<file path="src/rtl/spi_flash_responder_if.sv">
// Flash pin and byte-memory port bundle for spi_flash_responder.
// slave = the responder; master = the SPI initiator plus the memory that answers mem_rd.
interface spi_flash_responder_if #(
  parameter int unsigned ADDR_WIDTH = 16
);
  logic                  flash_sck;
  logic                  flash_cs_n;
  logic                  flash_mosi;
  logic                  flash_miso;
  logic                  flash_miso_oe;
  logic [ADDR_WIDTH-1:0] mem_addr;
  logic                  mem_rd;
  logic [7:0]            mem_data;

  modport slave (
    input  flash_sck, flash_cs_n, flash_mosi, mem_data,
    output flash_miso, flash_miso_oe, mem_addr, mem_rd
  );

  modport master (
    output flash_sck, flash_cs_n, flash_mosi, mem_data,
    input  flash_miso, flash_miso_oe, mem_addr, mem_rd
  );
endinterface

</file>
<file path="src/rtl/spi_flash_responder.sv">
// SPI mode-0 flash responder (READ 0x03, JEDEC ID 0x9F) with oversampled pins.
// Define FAST_READ_EN to also accept FAST READ 0x0B (8 dummy clocks before data).
module spi_flash_responder #(
  parameter int unsigned ADDR_WIDTH  = 16,
  parameter logic [23:0] JEDEC_ID    = 24'hEF4016,
  parameter int unsigned SYNC_STAGES = 2
) (
  input  logic                    clock,
  input  logic                    reset,
  spi_flash_responder_if.slave    bus,
  output logic                    busy
);

  typedef enum logic [2:0] {
    S_IDLE, S_CMD, S_ADDR, S_DUMMY, S_DATA_MEM, S_DATA_ID, S_IGNORE
  } state_e;

  logic [SYNC_STAGES-1:0] sck_sync_q, cs_sync_q, mosi_sync_q, vld_q;
  logic                   sck_prev_q;

  state_e                 state_q, state_d;
  logic [4:0]             cnt_q, cnt_d;
  logic [23:0]            sh_q, sh_d;
  logic [23:0]            addr_q, addr_d;
  logic [23:0]            out_q, out_d;
  logic                   miso_q, miso_d;
  logic                   oe_q, oe_d;
  logic                   mem_rd_q, mem_rd_d;
  logic [ADDR_WIDTH-1:0]  mem_addr_q, mem_addr_d;
  logic                   rd_dly_q;
  logic                   fast_q, fast_d;
  logic                   armed_q, armed_d;
  logic                   busy_q;

  logic sck_s, cs_s, mosi_s, sync_valid, cs_active, sck_rise, sck_fall;

  assign sck_s      = sck_sync_q[SYNC_STAGES-1];
  assign cs_s       = cs_sync_q[SYNC_STAGES-1];
  assign mosi_s     = mosi_sync_q[SYNC_STAGES-1];
  assign sync_valid = vld_q[SYNC_STAGES-1];
  assign cs_active  = sync_valid & ~cs_s;
  assign sck_rise   = sck_s & ~sck_prev_q;
  assign sck_fall   = ~sck_s & sck_prev_q;

  assign bus.flash_miso    = miso_q;
  assign bus.flash_miso_oe = oe_q;
  assign bus.mem_addr      = mem_addr_q;
  assign bus.mem_rd        = mem_rd_q;
  assign busy              = busy_q;

  // CS chain resets to "deasserted"; vld_q masks those reset values so that a
  // transaction only starts after CS is genuinely seen high and then low.
  always_ff @(posedge clock) begin
    if (reset) begin
      sck_sync_q  <= '0;
      cs_sync_q   <= '1;
      mosi_sync_q <= '0;
      vld_q       <= '0;
      sck_prev_q  <= 1'b0;
      state_q     <= S_IDLE;
      cnt_q       <= '0;
      sh_q        <= '0;
      addr_q      <= '0;
      out_q       <= '1;
      miso_q      <= 1'b1;
      oe_q        <= 1'b0;
      mem_rd_q    <= 1'b0;
      mem_addr_q  <= '0;
      rd_dly_q    <= 1'b0;
      fast_q      <= 1'b0;
      armed_q     <= 1'b0;
      busy_q      <= 1'b0;
    end else begin
      sck_sync_q  <= {sck_sync_q[SYNC_STAGES-2:0], bus.flash_sck};
      cs_sync_q   <= {cs_sync_q[SYNC_STAGES-2:0], bus.flash_cs_n};
      mosi_sync_q <= {mosi_sync_q[SYNC_STAGES-2:0], bus.flash_mosi};
      vld_q       <= {vld_q[SYNC_STAGES-2:0], 1'b1};
      sck_prev_q  <= sck_s;
      state_q     <= state_d;
      cnt_q       <= cnt_d;
      sh_q        <= sh_d;
      addr_q      <= addr_d;
      out_q       <= out_d;
      miso_q      <= miso_d;
      oe_q        <= oe_d;
      mem_rd_q    <= mem_rd_d;
      mem_addr_q  <= mem_addr_d;
      rd_dly_q    <= mem_rd_q;
      fast_q      <= fast_d;
      armed_q     <= armed_d;
      busy_q      <= cs_active;
    end
  end

  always_comb begin
    state_d    = state_q;
    cnt_d      = cnt_q;
    sh_d       = sh_q;
    addr_d     = addr_q;
    out_d      = out_q;
    miso_d     = miso_q;
    mem_rd_d   = 1'b0;
    mem_addr_d = mem_addr_q;
    fast_d     = fast_q;
    armed_d    = armed_q | (sync_valid & cs_s);

    // Memory data lands one cycle after the strobe; SCK is slow enough that
    // this never coincides with a falling edge.
    if (rd_dly_q) out_d = {bus.mem_data, 16'hFFFF};

    if (!cs_active) begin
      state_d = S_IDLE;
      cnt_d   = '0;
      miso_d  = 1'b1;
    end else begin
      unique case (state_q)
        S_IDLE: begin
          if (armed_q) begin
            state_d = S_CMD;
            cnt_d   = '0;
            fast_d  = 1'b0;
          end
        end
        S_CMD: begin
          if (sck_rise) begin
            sh_d  = {sh_q[22:0], mosi_s};
            cnt_d = cnt_q + 5'd1;
            if (cnt_q == 5'd7) begin
              cnt_d = '0;
              unique case (sh_d[7:0])
                8'h03: state_d = S_ADDR;
                8'h9F: begin
                  out_d   = JEDEC_ID;
                  state_d = S_DATA_ID;
                end
`ifdef FAST_READ_EN
                8'h0B: begin
                  fast_d  = 1'b1;
                  state_d = S_ADDR;
                end
`endif
                default: state_d = S_IGNORE;
              endcase
            end
          end
        end
        S_ADDR: begin
          if (sck_rise) begin
            sh_d  = {sh_q[22:0], mosi_s};
            cnt_d = cnt_q + 5'd1;
            if (cnt_q == 5'd23) begin
              cnt_d      = '0;
              addr_d     = sh_d;
              mem_rd_d   = 1'b1;
              mem_addr_d = sh_d[ADDR_WIDTH-1:0];
              state_d    = fast_q ? S_DUMMY : S_DATA_MEM;
            end
          end
        end
        S_DUMMY: begin
          if (sck_rise) begin
            cnt_d = cnt_q + 5'd1;
            if (cnt_q == 5'd7) begin
              cnt_d   = '0;
              state_d = S_DATA_MEM;
            end
          end
        end
        S_DATA_MEM: begin
          if (sck_fall) begin
            miso_d = out_q[23];
            out_d  = {out_q[22:0], 1'b1};
            cnt_d  = cnt_q + 5'd1;
            if (cnt_q == 5'd7) begin
              cnt_d      = '0;
              addr_d     = addr_q + 24'd1;
              mem_rd_d   = 1'b1;
              mem_addr_d = addr_d[ADDR_WIDTH-1:0];
            end
          end
        end
        S_DATA_ID: begin
          // Shifting in ones makes the bytes after the ID read back as 0xFF.
          if (sck_fall) begin
            miso_d = out_q[23];
            out_d  = {out_q[22:0], 1'b1};
          end
        end
        default: ;
      endcase
    end

    oe_d = cs_active & ((state_d == S_DATA_MEM) || (state_d == S_DATA_ID));
  end

endmodule

</file>
<file path="src/flat_wrapper.sv">
// flat-port wrapper written by rule: the top's interface ports become plain ports
module spi_flash_responder_flat 
#(
  parameter int unsigned ADDR_WIDTH  = 16,
  parameter logic [23:0] JEDEC_ID    = 24'hEF4016,
  parameter int unsigned SYNC_STAGES = 2
)
  (clock, reset, busy, bus_flash_sck, bus_flash_cs_n, bus_flash_mosi, bus_mem_data, bus_flash_miso, bus_flash_miso_oe, bus_mem_addr, bus_mem_rd);
  spi_flash_responder_if #(.ADDR_WIDTH(ADDR_WIDTH)) bus_i ();
  input  logic clock;
  input  logic reset;
  output logic busy;
  input wire logic [$bits(bus_i.flash_sck)-1:0] bus_flash_sck;
  input wire logic [$bits(bus_i.flash_cs_n)-1:0] bus_flash_cs_n;
  input wire logic [$bits(bus_i.flash_mosi)-1:0] bus_flash_mosi;
  input wire logic [$bits(bus_i.mem_data)-1:0] bus_mem_data;
  output wire logic [$bits(bus_i.flash_miso)-1:0] bus_flash_miso;
  output wire logic [$bits(bus_i.flash_miso_oe)-1:0] bus_flash_miso_oe;
  output wire logic [$bits(bus_i.mem_addr)-1:0] bus_mem_addr;
  output wire logic [$bits(bus_i.mem_rd)-1:0] bus_mem_rd;
  assign bus_i.flash_sck = bus_flash_sck;
  assign bus_i.flash_cs_n = bus_flash_cs_n;
  assign bus_i.flash_mosi = bus_flash_mosi;
  assign bus_i.mem_data = bus_mem_data;
  assign bus_flash_miso = bus_i.flash_miso;
  assign bus_flash_miso_oe = bus_i.flash_miso_oe;
  assign bus_mem_addr = bus_i.mem_addr;
  assign bus_mem_rd = bus_i.mem_rd;
  spi_flash_responder #(.ADDR_WIDTH(ADDR_WIDTH), .JEDEC_ID(JEDEC_ID), .SYNC_STAGES(SYNC_STAGES)) u_core (.clock(clock), .reset(reset), .bus(bus_i), .busy(busy));
endmodule
</file>
<file path="config.mk">
export PLATFORM = sky130hd
export DESIGN_NAME = spi_flash_responder_flat
export DESIGN_NICKNAME = d
export VERILOG_FILES = /design/src/rtl/spi_flash_responder_if.sv /design/src/rtl/spi_flash_responder.sv /design/src/flat_wrapper.sv
export SDC_FILE = /design/constraint.sdc
export NUM_CORES = 1
export LEC_CHECK = 0
export BUFFER_PORTS_ARGS = -buffer_cell sky130_fd_sc_hd__buf_2
export CAP_MARGIN = 20
export CORE_UTILIZATION = 40
export DETAILED_ROUTE_END_ITERATION = 16
export PLACE_DENSITY_LB_ADDON = 0.1
export SYNTH_ARGS = -nofsm -noshare
export SYNTH_HDL_FRONTEND = slang
export SYNTH_SLANG_ARGS = --single-unit
</file>
<file path="constraint.sdc">
create_clock -name clock -period 2.1 [get_ports clock]
set_input_delay 0.21 -clock clock [delete_from_list [all_inputs] [get_ports clock]]
set_output_delay 0.21 -clock clock [all_outputs]
set_load 0.05 [all_outputs]
</file>
==> results.txt <==
----------------------------------------------------
[Run status]
  Outcome ... finished clean

[Logic synthesis]
  Post-synthesis cell count ... 425
  Proportion of synthesized chip area in sequential cells ... 43.6%
  EDFF count, synth ... 0
  Total of warnings raised by yosys ... 0
  Area share of the largest cell type after synthesis ... 43.6%
  Cell area after technology mapping ... 3580 um2
  Main synth FF type ... dfxtp_1
  Seq cells post-synth ... 78
  Count of unique library cells instantiated by Yosys ... 55
  Top cells by area, synth ... dfxtp_1 44%, mux2i_1 6.4%, a21oi_1 5.2%
  Leading area contributor after synthesis ... dfxtp_1
  Post-synthesis average cell area ... 8.42 um2
  Net Count, Synth ... 440
  FFs w/ async S/R, synth ... 0%

[Setup path]
  Cell-by-cell trace of the critical path ... ha_1 -> and3b_2 -> nand3_1 -> nand3b_1 -> a211oi_2 -> buf_4 -> o21ai_0
  Largest fanout on the critical path ... 12
  CP max stage cell ... dfxtp_1
  Highest cell delay on the worst timing path ... 0.38 ns
  Category of the worst setup path capture point ... flop
  Data required time of the critical path ... 2.33 ns
  Worst path arrival time ... 2.17 ns
  Cell class contributing the biggest share of worst-path delay ... simple AND/OR/NAND/NOR gates
  Setup Crit Path Kind ... flop to flop
  Critical Path Start Type ... flop
  Buffers plus inverters on the worst setup path ... 1

[Placed design]
  Placed cell count ... 547
  Number of buffers inserted by port buffering ... 32
  Half-perimeter wire length of the detailed placement result ... 5200 um
  Setup WS pre-CTS ... -0.0186 ns
  Placer Congestion ... 0.823

[Clocking]
  Number of buffers added to fix hold violations after cts ... 0
  CTS clk-pin slew, worst paths ... 0.09 ns
  Number of buffers between clock root and the deepest sink ... 2
  Deepest level of the CTS H-tree ... 3
  Master cell of the clock root buffer ... clkbuf_8
  Number of buffers inserted to repair setup after CTS ... 0
  Worst-skew pair later-pin latency ... 0.35 ns
  TritonCTS Buffers ... 9
  TritonCTS clock tree ... yes
  Sink Count ... 78

[Drt]
  Detailed Route Iter0 Violations ... 118
  Antenna-violating nets left ... 0
  Sum of routed wire length over all layers ... 7720 um
  Residual DRC count ... 0
  Vias per cell ... 5.35
  Via count ... 3012
  Detail-routed net length per standard cell ... 13.7 um
  Number of iterations in the first detailed-routing pass ... 4

[Cells and area]
  Number of antenna diodes ... 0
  Final std cells w/o fill ... 563
  Post-layout nets ... 465
  Fillcell total ... 876
  Share of post-route cells with drive strength above 1 ... 16.3%
  Most common cell after layout, fill and taps aside ... dfxtp_1
  Leading cell types in the layout, fill and taps excluded ... 78 x dfxtp_1, 49 x nor2_1, 43 x nand2_1, 37 x a21oi_1, 34 x o21ai_0
  P&R area growth vs syn ... 11.8%

[Global route]
  Via count of the first global-routing pass ... 2625
  Combined global-route utilization of all metal layers ... 17.5%
  Global-route wire length before repair ... 12700 um
  Number of antenna violations at the first check in global routing ... 0
  Pin count of the biggest net entering global routing ... 46
  Congestion Overflow GR ... 0

[STA]
  Worst slew margin relative to its limit ... 62.0%
  Hold Vio Cnt, Final ... 0
  Setup TNS ... 0 ns
  Setup Skew ... 0.00980 ns
  Upper clock frequency limit ... 0.516 GHz
  Smallest setup slack after layout ... 0.161 ns
  Count of final setup violators ... 0
  Post-layout min period ... 1.94 ns
  Final clock period utilization by the worst path ... 92.3%
  Worst Tran Pin Value ... 0.565 ns
  Final number of max-transition violations ... 0

[Floorplan]
  Number of primary I/O pins ... 33
  Core Box Area ... 8680 um2
  Site row count ... 34
  Initial core utilization ... 41.2%
  Die span in x ... 96.6 um
  Die boundary height ... 96.6 um
  Die area ... 9330 um2

[Pwr]
  Pwr Density ... 653 nW/um2
  Overall power consumption ... 2.61 mW
  Cell leakage power ... 1.62 nW
  Maximum resistive drop on vdd ... 0.293 mV

[Worst hold path]
  Min-delay worst type ... primary input to flop

[Job]
  Count of maximum capacitance violations ... 0

----------------------------------------------------
where the power goes:
group | leakage, nW | internal [mW] | switching [mW]
clock | 0.0829 | 0.443 | 0.609
sequential | 0.631 | 1.49 | 0.00531
combinational | 0.905 | 0.0258 | 0.0403
total | 1.62 | 1.96 | 0.655
through the flow:
step / hold WS (ns) / util [%] / area, um2
2_1_floorplan: 0.314 / - / 3580
3_3_place_gp: 0.396 / 43.9 / 3810
3_5_place_dp: 0.399 / 43.9 / 3810
4_1_cts: 0.0212 / 46.1 / 4000
5_1_grt: 0.0297 / 46.1 / 4000
6_report: 0.0295 / 46.1 / 4000
cells in the mapped netlist (all sizes together) (5+ instances only):
| cell | count |
|---|---|
| o32ai | 6 |
| inv | 6 |
| mux2i | 23 |
| clkbuf | 14 |
| o31a | 5 |
| nor2b | 10 |
| nor3 | 17 |
| buf | 16 |
| nand2 | 43 |
| a31oi | 7 |
| o21ai | 36 |
| a21oi | 37 |
| nand3b | 5 |
| and3 | 6 |
| nor2 | 49 |
| dfxtp | 78 |
| nand3 | 17 |
| nand2b | 7 |
state kept, by name, summed over array words and instances (netlist names), 2 cells and up:
name / flops
u_core.mosi_sync_q: 2
u_core.out_q: 24
u_core.cnt_q: 5
u_core.vld_q: 2
u_core.addr_q: 16
u_core.sck_sync_q: 2
u_core.state_q: 3
u_core.sh_q: 15
u_core.cs_sync_q: 2
kinds of logic (layout without fill, tap and decap cells):
group | count (synthesis) | count (layout) | share of synthesized area, %
adders and majority gates | 2 | 2 | 0.699
AOI/OAI and AO/OA | 108 | 108 | 18.5
buffers and inverters | 36 | 66 | 5.24
xor gates and xnor gates | 4 | 4 | 0.979
and+or+nand+nor | 174 | 174 | 24.5
muxes | 23 | 23 | 6.43
DFF | 78 | 78 | 43.6
repair_timing:
action	4_1_cts	5_1_grt
resized for setup	1	1
setup endpoints to repair	4	12
hold endpoints to repair	0	0
gates cloned	0	0
worst paths after layout:
path / slack, ns / depth (start not counted) / end / start
worst min register to register: 0.44 / 1 / u_core.cs_sync_q[1] / u_core.cs_sync_q[0]
worst max register to register: 0.16 / 7 / u_core.out_q[11] / u_core.cnt_q[0]
worst max-delay path: 0.16 / 7 / u_core.out_q[11] / u_core.cnt_q[0]
worst min-delay path: 0.03 / 2 / u_core.cs_sync_q[0] / bus_flash_cs_n
routing by layer:
metal | track usage, % | vias up | wire (um)
met3 | 3.76 | 11 | 304
met4 | 6.74 | 0 | 94
met5 | 0 | - | 0
li1 | - | 1553 | -
met2 | 26.3 | 59 | 3390
met1 | 24.4 | 1389 | 3930
worst register-to-register path: stages (launching register included):
cell	delay [ns]
dfxtp_1	0.38
ha_1	0.25
and3b_2	0.25
nand3_1	0.16
nand3b_1	0.24
a211oi_2	0.24
buf_4	0.20
o21ai_0	0.10
final cells by class:
type,instances,area [um2],share of cell area (%)
clock buffers,9,124,3.10
clock inverters,7,57.6,1.44
inverters,6,22.5,0.563
multi-input cells,311,1840,45.9
flip-flops and latches,78,1560,39.0
well taps,108,135,3.38
repair buffers,44,263,6.57
(Power assumes the default switching activity.)
